File: config.mk
export PLATFORM = sky130hd
export DESIGN_NAME = muldiv_unit
export DESIGN_NICKNAME = d
export VERILOG_FILES = /design/src/rtl/muldiv_unit.sv
export SDC_FILE = /design/constraint.sdc
export NUM_CORES = 1
export LEC_CHECK = 0
export ABC_AREA = 1
export CAP_MARGIN = 20
export CORE_MARGIN = 5
export CORE_UTILIZATION = 62
export DETAILED_ROUTE_END_ITERATION = 10
export PLACE_DENSITY = 0.91
export SLEW_MARGIN = 20
export SYNTH_ARGS = -nofsm -noshare
export SYNTH_HDL_FRONTEND = slang
export SYNTH_SLANG_ARGS = --single-unit
File: constraint.sdc
create_clock -name clk -period 3.95 [get_ports clk]
set_input_delay 0.395 -clock clk [delete_from_list [all_inputs] [get_ports clk]]
set_output_delay 0.395 -clock clk [all_outputs]
set_load 0.02 [all_outputs]
File: src/rtl/muldiv_unit.sv
// muldiv_unit: 16-bit multi-cycle multiply/divide unit driving the HI/LO register pair.
// Define MULDIV_SIGNED_EN for signed MULT/DIV; otherwise they execute as MULTU/DIVU.
module muldiv_unit #(
   parameter int WIDTH = 16
) (
   input  logic             clk,
   input  logic             reset,
   input  logic             start,
   input  logic [1:0]       op,
   input  logic [WIDTH-1:0] a,
   input  logic [WIDTH-1:0] b,
   output logic             busy,
   output logic             wehilo,
   output logic [WIDTH-1:0] hi,
   output logic [WIDTH-1:0] lo,
   output logic             divzero
);
   typedef enum logic [1:0] {IDLE, RUN, FIX, DONE} state_t;
   state_t state;
   logic [3:0] cnt;
   logic is_div, dz;
   logic [WIDTH-1:0] m, rem, ma, mb, quo, rmd;
   logic [2*WIDTH-1:0] acc, prod;
   logic [WIDTH:0] sum, t, diff;
`ifdef MULDIV_SIGNED_EN
   logic neg, neg_r, sa, sb;
   assign sa = ~op[0] & a[WIDTH-1];
   assign sb = ~op[0] & b[WIDTH-1];
   assign ma = sa ? -a : a;
   assign mb = sb ? -b : b;
   assign prod = neg ? -acc : acc;
   assign quo = neg ? -acc[WIDTH-1:0] : acc[WIDTH-1:0];
   assign rmd = neg_r ? -rem : rem;
   always_ff @(posedge clk)
      if (state == IDLE && start) begin
         neg <= sa ^ sb;
         neg_r <= sa;
      end
`else
   logic unused_op;
   assign unused_op = op[0];
   assign ma = a;
   assign mb = b;
   assign prod = acc;
   assign quo = acc[WIDTH-1:0];
   assign rmd = rem;
`endif
   // multiply: add multiplicand into the upper half, then shift the whole accumulator right
   assign sum = {1'b0, acc[2*WIDTH-1:WIDTH]} + {1'b0, acc[0] ? m : '0};
   // divide: partial remainder is bounded by the divisor, so diff[WIDTH] is a pure borrow flag
   assign t = {rem, acc[WIDTH-1]};
   assign diff = t - {1'b0, m};
   always_ff @(posedge clk) begin
      if (reset) begin
         state <= IDLE;
         busy <= 1'b0;
         wehilo <= 1'b0;
         divzero <= 1'b0;
         hi <= '0;
         lo <= '0;
         cnt <= '0;
      end else begin
         case (state)
            IDLE: if (start) begin
               is_div <= op[1];
               dz <= op[1] & ~|b;
               m <= op[1] ? mb : ma;
               acc <= {{WIDTH{1'b0}}, op[1] ? ma : mb};
               rem <= '0;
               cnt <= '0;
               busy <= 1'b1;
               state <= RUN;
            end
            RUN: begin
               if (is_div) begin
                  rem <= diff[WIDTH] ? t[WIDTH-1:0] : diff[WIDTH-1:0];
                  acc[WIDTH-1:0] <= {acc[WIDTH-2:0], ~diff[WIDTH]};
               end else
                  acc <= {sum, acc[WIDTH-1:1]};
               cnt <= cnt + 4'd1;
               if (cnt == 4'(WIDTH-1)) state <= FIX;
            end
            FIX: begin
               hi <= is_div ? rmd : prod[2*WIDTH-1:WIDTH];
               lo <= is_div ? (dz ? '1 : quo) : prod[WIDTH-1:0];
               wehilo <= 1'b1;
               divzero <= dz;
               state <= DONE;
            end
            DONE: begin
               wehilo <= 1'b0;
               divzero <= 1'b0;
               busy <= 1'b0;
               state <= IDLE;
            end
            default: state <= IDLE;
         endcase
      end
   end
endmodule

==> flow_metrics.env, run 1 <==
export IMPL_netlist_area_sq_mm=0.00685
export IMPL_max_cap_violations=0
export IMPL_die_area_sq_mm=0.0132
export IMPL_cellLeakagePower_nw=3.80
export IMPL_fin_ws_ps=1380
export IMPL_period_needed_ps=2570
export IMPL_clockBufferDepth=2
export IMPL_worst_slew_pin_slew_ps=1050
export IMPL_grt_overflow_total=0
export IMPL_num_rows=38
export IMPL_crit_type="reg -> reg"
export IMPL_dpl_hpwl_um=13700
export IMPL_coreArea_sq_mm=0.0108
export IMPL_port_buffers=70
export IMPL_seq_area_sq_mm=0.00280
export IMPL_drc=0
export IMPL_outcome="completed"
export IMPL_syn_area_per_cell_sq_um=7.49
export IMPL_cp_required_ps=4110
export IMPL_first_pass_iters=6
export IMPL_drt_wl_total_um=17900
export IMPL_max_freq_mhz=388
export IMPL_vias_per_cell=5.73
export IMPL_fin_setup_tns_ps=0
export IMPL_powerDensity_mw_per_mm2=622
export IMPL_setup_viol=0
export IMPL_ant_nets=0
export IMPL_seq_area_frac_synth_pct=40.9
export IMPL_nets=1048
export IMPL_synth_top_cell_area_share_pct=28.9
export IMPL_globalRouteTotalUtil_pct=27.9
export IMPL_start_util_pct=63.2
export IMPL_cts_repair_resized=0
export IMPL_die_h_um=115
export IMPL_crit_top_cell="nand2_1"
export IMPL_vdd_drop_max_mv=0.475
export IMPL_synth_top_area_cell="edfxtp_1"
export IMPL_syn_inst=914
export IMPL_grt_pass1_vias=6017
export IMPL_critPathMaxStageDelay_ps=700
export IMPL_hold_path_class="reg -> reg"
export IMPL_path_cells="nand2_1 > inv_1 > ha_1 > fa_1 > nand3_1 > nand2_1 > nand3_1 > nand2_1 > nand3b_1 > nand3_1 > nand2_1 > nor2_1"
export IMPL_synth_area_leaders="edfxtp_1, dfxtp_1, nand2_1"
export IMPL_rsz0062_at_grt="no"
export IMPL_grt_pass1_wl_um=29100
export IMPL_cts_hold_buffers_added=0
export IMPL_cts_setup_buffers=0
export IMPL_clkTransAtPathRegs_ps=110
export IMPL_areaGrowthSynthToFinish_pct=14.5
export IMPL_root_buffer="clkbuf_8"
export IMPL_tritoncts="built"
export IMPL_clk_latency_ps=400
export IMPL_die_x_um=115
export IMPL_skew_ps=16.5
export IMPL_worstPathArrival_ps=2730
export IMPL_io_pins=72
export IMPL_hold_viol=0
export IMPL_ys_ff_latch=107
export IMPL_path_max_fanout=17
export IMPL_drv_slew=0
export IMPL_period_share_pct=65.2
export IMPL_antenna_found_initial=0
export IMPL_pre_cts_ws_ps=1330
export IMPL_fillers=835
export IMPL_cts_buffers=9
export IMPL_syn_num_nets=990
export IMPL_place_gp_congestion=0.947
export IMPL_grt_max_degree=51
export IMPL_routedWlPerCell_um=16.0
export IMPL_multi_input_area_sq_mm=0.00327
export IMPL_vias=6397
export IMPL_cp_start_kind="flop"
export IMPL_h_tree_depth=3
export IMPL_yosys_warnings=0
export IMPL_drt_iter0_markers=634
export IMPL_clock_sinks=107
export IMPL_crit_slowest_cell="edfxtp_1"
export IMPL_antennaDiodeCount=0
export IMPL_crit_path_end_kind="flop"
export IMPL_layout_drive_gt1_share_pct=4.81
export IMPL_slew_headroom_pct=30.0
export IMPL_ys_types=40
[per-layer routing]
metal	part of all wire, %	track usage [%]
met2	48	46.2
met5	0	0
met3	7.7	4.95
met4	2.4	10.2
met1	42	36.7
[cell usage in the layout, fill, tap and decap left out, types with 4 or more instances in the layout]
| cell type | n |
|---|---|
| inv_1 | 172 |
| clkdlybuf4s50_1 | 70 |
| nand3_1 | 51 |
| a31oi_1 | 16 |
| o211ai_1 | 18 |
| a21oi_1 | 68 |
| o221ai_1 | 14 |
| buf_4 | 8 |
| o21ai_0 | 72 |
| nor3_1 | 7 |
| nand2_1 | 200 |
| nand4_1 | 6 |
| nor2_1 | 69 |
| dfxtp_1 | 41 |
| nand2_4 | 5 |
| ha_1 | 36 |
| nand2_2 | 6 |
| edfxtp_1 | 66 |
| clkbuf_8 | 9 |
| a211oi_1 | 4 |
[worst max-delay path, delay by kind of cell (launching register included)]
family        cells  cell delay [ps]
fa+ha+maj         2              660
buf+inv           1               50
flops             1              700
simple gates      9              930
[layout make-up]
class,count,area share (%)
Tap cell,140,2.23
Timing Repair Buffer,78,9.70
Sequential cell,107,35.7
Multi-Input combinational cell,601,41.7
Clock buffer,10,1.63
Clock inverter,6,0.590
Inverter,175,8.38
[report_power, final]
part,switching (mW),internal (mW),total (mW)
Clock,0.393,0.237,0.630
Combinational,1.59,0.901,2.49
Sequential,0.198,1.56,1.76
[per-stage QoR]
step	cells	instance area (sq um)	util, %	hold WS [ps]	total power [mW]
floorplan	914	6850	-	441	3.43
global placement	1101	7670	70.7	461	4.14
detailed placement	1101	7670	70.7	465	4.22
CTS	1117	7840	72.3	489	4.86
global route	1117	7840	72.3	502	5.24
finish	1117	7840	72.3	488	4.88
[logic make-up (layout without fill, tap and decap cells)]
group,Yosys count,after routing,share of synthesized area [%]
compound gates,202,202,17.1
buf+inv,206,269,11.4
fa+ha+maj,39,39,7.35
xor+xnor,4,4,0.512
simple gates,356,356,22.7
flops,107,107,40.9
[final timing paths]
kind | startpoint | endpoint | slack [ps] | cells after the start
worst max-delay path | acc[0] | acc[29] | 1380 | 12
worst min-delay path | wehilo | wehilo | 490 | 2
worst max register to register | acc[0] | acc[29] | 1380 | 12
worst min register to register | wehilo | wehilo | 490 | 2
[state kept, by name, indices dropped and copies added (netlist names), 2 cells and up]
| register | cells |
|---|---|
| state | 2 |
| hi | 16 |
| rem | 16 |
| lo | 16 |
| acc | 32 |
| m | 16 |
| cnt | 4 |
[synthesized netlist by cell type, drive strengths merged]
cell    number
nand2      212
inv        174
o21ai       73
a21oi       70
nor2        69
edfxtp      66
nand3       53
dfxtp       41
ha          37
clkbuf      27
o211ai      18
a31oi       16
o221ai      14
nor3        10
nand4        6
a211oi       4
buf          4
a21o         2
fa           2
nor4         2
o21bai       2
or2          2
xnor2        2
xor2         2
a22oi        1
and2         1
clkinv       1
nand3b       1
o21a         1
o31ai        1
Note: power is estimated with default switching activity, not from simulation.
==> run 2: changes to the inputs <==
Settings changed: CORE_UTILIZATION 62 to 52, PLACE_DENSITY 0.91 to 0.82.
Clock period 3.95 ns to 2.2 ns, I/O delays scaled along.
==> run 2 against run 1 <==
Highest routed layer unchanged; die area rose by 17%; non-clock buffer count rose by 42; final area is 12% higher; critical path type unchanged; the run now ends with negative setup slack left; largest cell class unchanged.
==> flow_metrics.env, run 2 (synthesized netlist as in run 1, its figures left out) <==
export IMPL_fin_ws_ps=-60.4
export IMPL_clock_sinks=107
export IMPL_cts_buffers=9
export IMPL_dpl_hpwl_um=13800
export IMPL_vias=6743
export IMPL_crit_type="reg -> reg"
export IMPL_clockBufferDepth=2
export IMPL_antenna_found_initial=0
export IMPL_hold_viol=0
export IMPL_layout_common_cells="nand2_1, inv_1, o21ai_0, clkdlybuf4s50_1, edfxtp_1"
export IMPL_globalRouteTotalUtil_pct=23.3
export IMPL_vdd_drop_max_mv=0.647
export IMPL_slew_headroom_pct=63.7
export IMPL_drt_iter0_markers=696
export IMPL_worstPathArrival_ps=2380
export IMPL_period_needed_ps=2260
export IMPL_top_register="acc"
export IMPL_ant_nets=0
export IMPL_vias_per_cell=5.62
export IMPL_rsz0062_at_grt="yes"
export IMPL_root_buffer="clkbuf_16"
export IMPL_coreArea_sq_mm=0.0131
export IMPL_die_area_sq_mm=0.0156
export IMPL_powerDensity_mw_per_mm2=1150
export IMPL_grt_overflow_total=0
export IMPL_place_gp_congestion=0.950
export IMPL_grt_pass1_vias=6294
export IMPL_cp_start_kind="flop"
export IMPL_grt_max_degree=43
export IMPL_r2r_cells=12
export IMPL_clkTransAtPathRegs_ps=80
export IMPL_drv_slew=0
export IMPL_mostFrequentLayoutCell="nand2_1"
export IMPL_die_x_um=125
export IMPL_h_tree_depth=3
export IMPL_crit_path_end_kind="flop"
export IMPL_num_rows=42
export IMPL_violations="negative setup slack"
export IMPL_grt_pass1_wl_um=29800
export IMPL_clk_latency_ps=350
export IMPL_skew_ps=8.20
export IMPL_first_pass_iters=7
export IMPL_path_max_fanout=5
export IMPL_nets=1095
export IMPL_placed_area_sq_mm=0.00794
export IMPL_port_buffers=70
export IMPL_antennaDiodeCount=0
export IMPL_cp_required_ps=2320
export IMPL_drc=0
export IMPL_drt_wl_total_um=19700
export IMPL_tritoncts="built"
export IMPL_layout_drive_gt1_share_pct=14.8
export IMPL_final_area_sq_mm=0.00880
export IMPL_areaGrowthSynthToFinish_pct=28.5
export IMPL_routedWlPerCell_um=16.4
export IMPL_io_pins=72
export IMPL_start_util_pct=52.3
export IMPL_max_cap_violations=0
export IMPL_hold_depth=2
export IMPL_largest_reg_flops=32
export IMPL_setup_viol=14
export IMPL_hold_path_class="reg -> reg"
export IMPL_outcome="finished, violations left"
export IMPL_period_share_pct=103
export IMPL_cellLeakagePower_nw=4.07
export IMPL_max_freq_mhz=442
export IMPL_fin_setup_tns_ps=-342
export IMPL_cts_hold_buffers_added=0
export IMPL_die_h_um=125
export IMPL_worst_slew_pin_slew_ps=544
-- run 2: cell count changes in the layout (fill, tap and decap cells not counted), sizes merged --
cell,previous run,this run
buf,8,50
inv,178,177
clkbuf,10,9
clkinv,3,5
nand3,53,55
nand2,212,215
-- run 2: what timing repair did --
item / 4_1_cts / 5_1_grt
resized for setup: 11 / 63
gates cloned: 0 / 5
setup endpoints to repair: 20 / 27
pin swaps: 0 / 23
buffers inserted: 1 / 13
-- run 2: per-stage QoR --
step / hold WS, ps / worst slack (ps) / power [mW] / instances / util (%)
finish: 480 / -60.4 / 10.1 / 1200 / 67.3
global route: 496 / -133 / 10.8 / 1200 / 67.3
CTS: 484 / 0.183 / 9.40 / 1182 / 63.3
detailed placement: 465 / -82.9 / 7.76 / 1165 / 60.7
global placement: 461 / 14.6 / 7.64 / 1165 / 60.7
floorplan: 319 / -486 / 6.16 / 914 / -
-- run 2: layout make-up --
cell class | instances | area (sq um)
clock buffer | 9 | 225
sequential | 107 | 2800
tap | 176 | 220
inverter | 175 | 657
clock inverter | 7 | 72.6
multi-input combinational | 606 | 3730
timing repair buffer | 120 | 1090
fill | 982 | 4290
-- run 2: worst max-delay path, cell delays in order (launching register included) --
cell and delay, ps:
edfxtp_1 460, inv_2 120, ha_4 230, nand2_2 110, inv_2 50, nand2_1 70, nand2_2 70, a21oi_4 330
nand2_8 150, nand2_8 130, nand2_4 100, nor2_2 130, nor2_1 50
-- run 2: worst paths after layout --
kind                             start  endpoint  slack, ps
worst max-delay path             m[11]   rem[12]        -60
worst min-delay path            wehilo    wehilo        480
worst max register to register   m[11]   rem[12]        -60
worst min register to register  wehilo    wehilo        480
-- run 2: report_power, final --
part / switching [mW] / total, mW / internal [mW]
Combinational: 3.23 / 5.36 / 2.13
Clock: 0.788 / 1.59 / 0.800
Sequential: 0.382 / 3.19 / 2.80
-- run 2: metal layers --
metal / up-vias / GRT usage [%] / part of all wire [%]
met5: - / 0 / 0
li1: 3246 / - / -
met3: 53 / 3.30 / 7.3
met2: 310 / 39.2 / 49
met1: 3134 / 30.0 / 40
met4: 0 / 9.54 / 3.7
==> run 3: changes to the inputs <==
Settings changed: CTS_CLUSTER_SIZE from default to 14.
==> results of run 3 <==
Same layout as run 2: the final DEF is identical, and so are final timing and power.
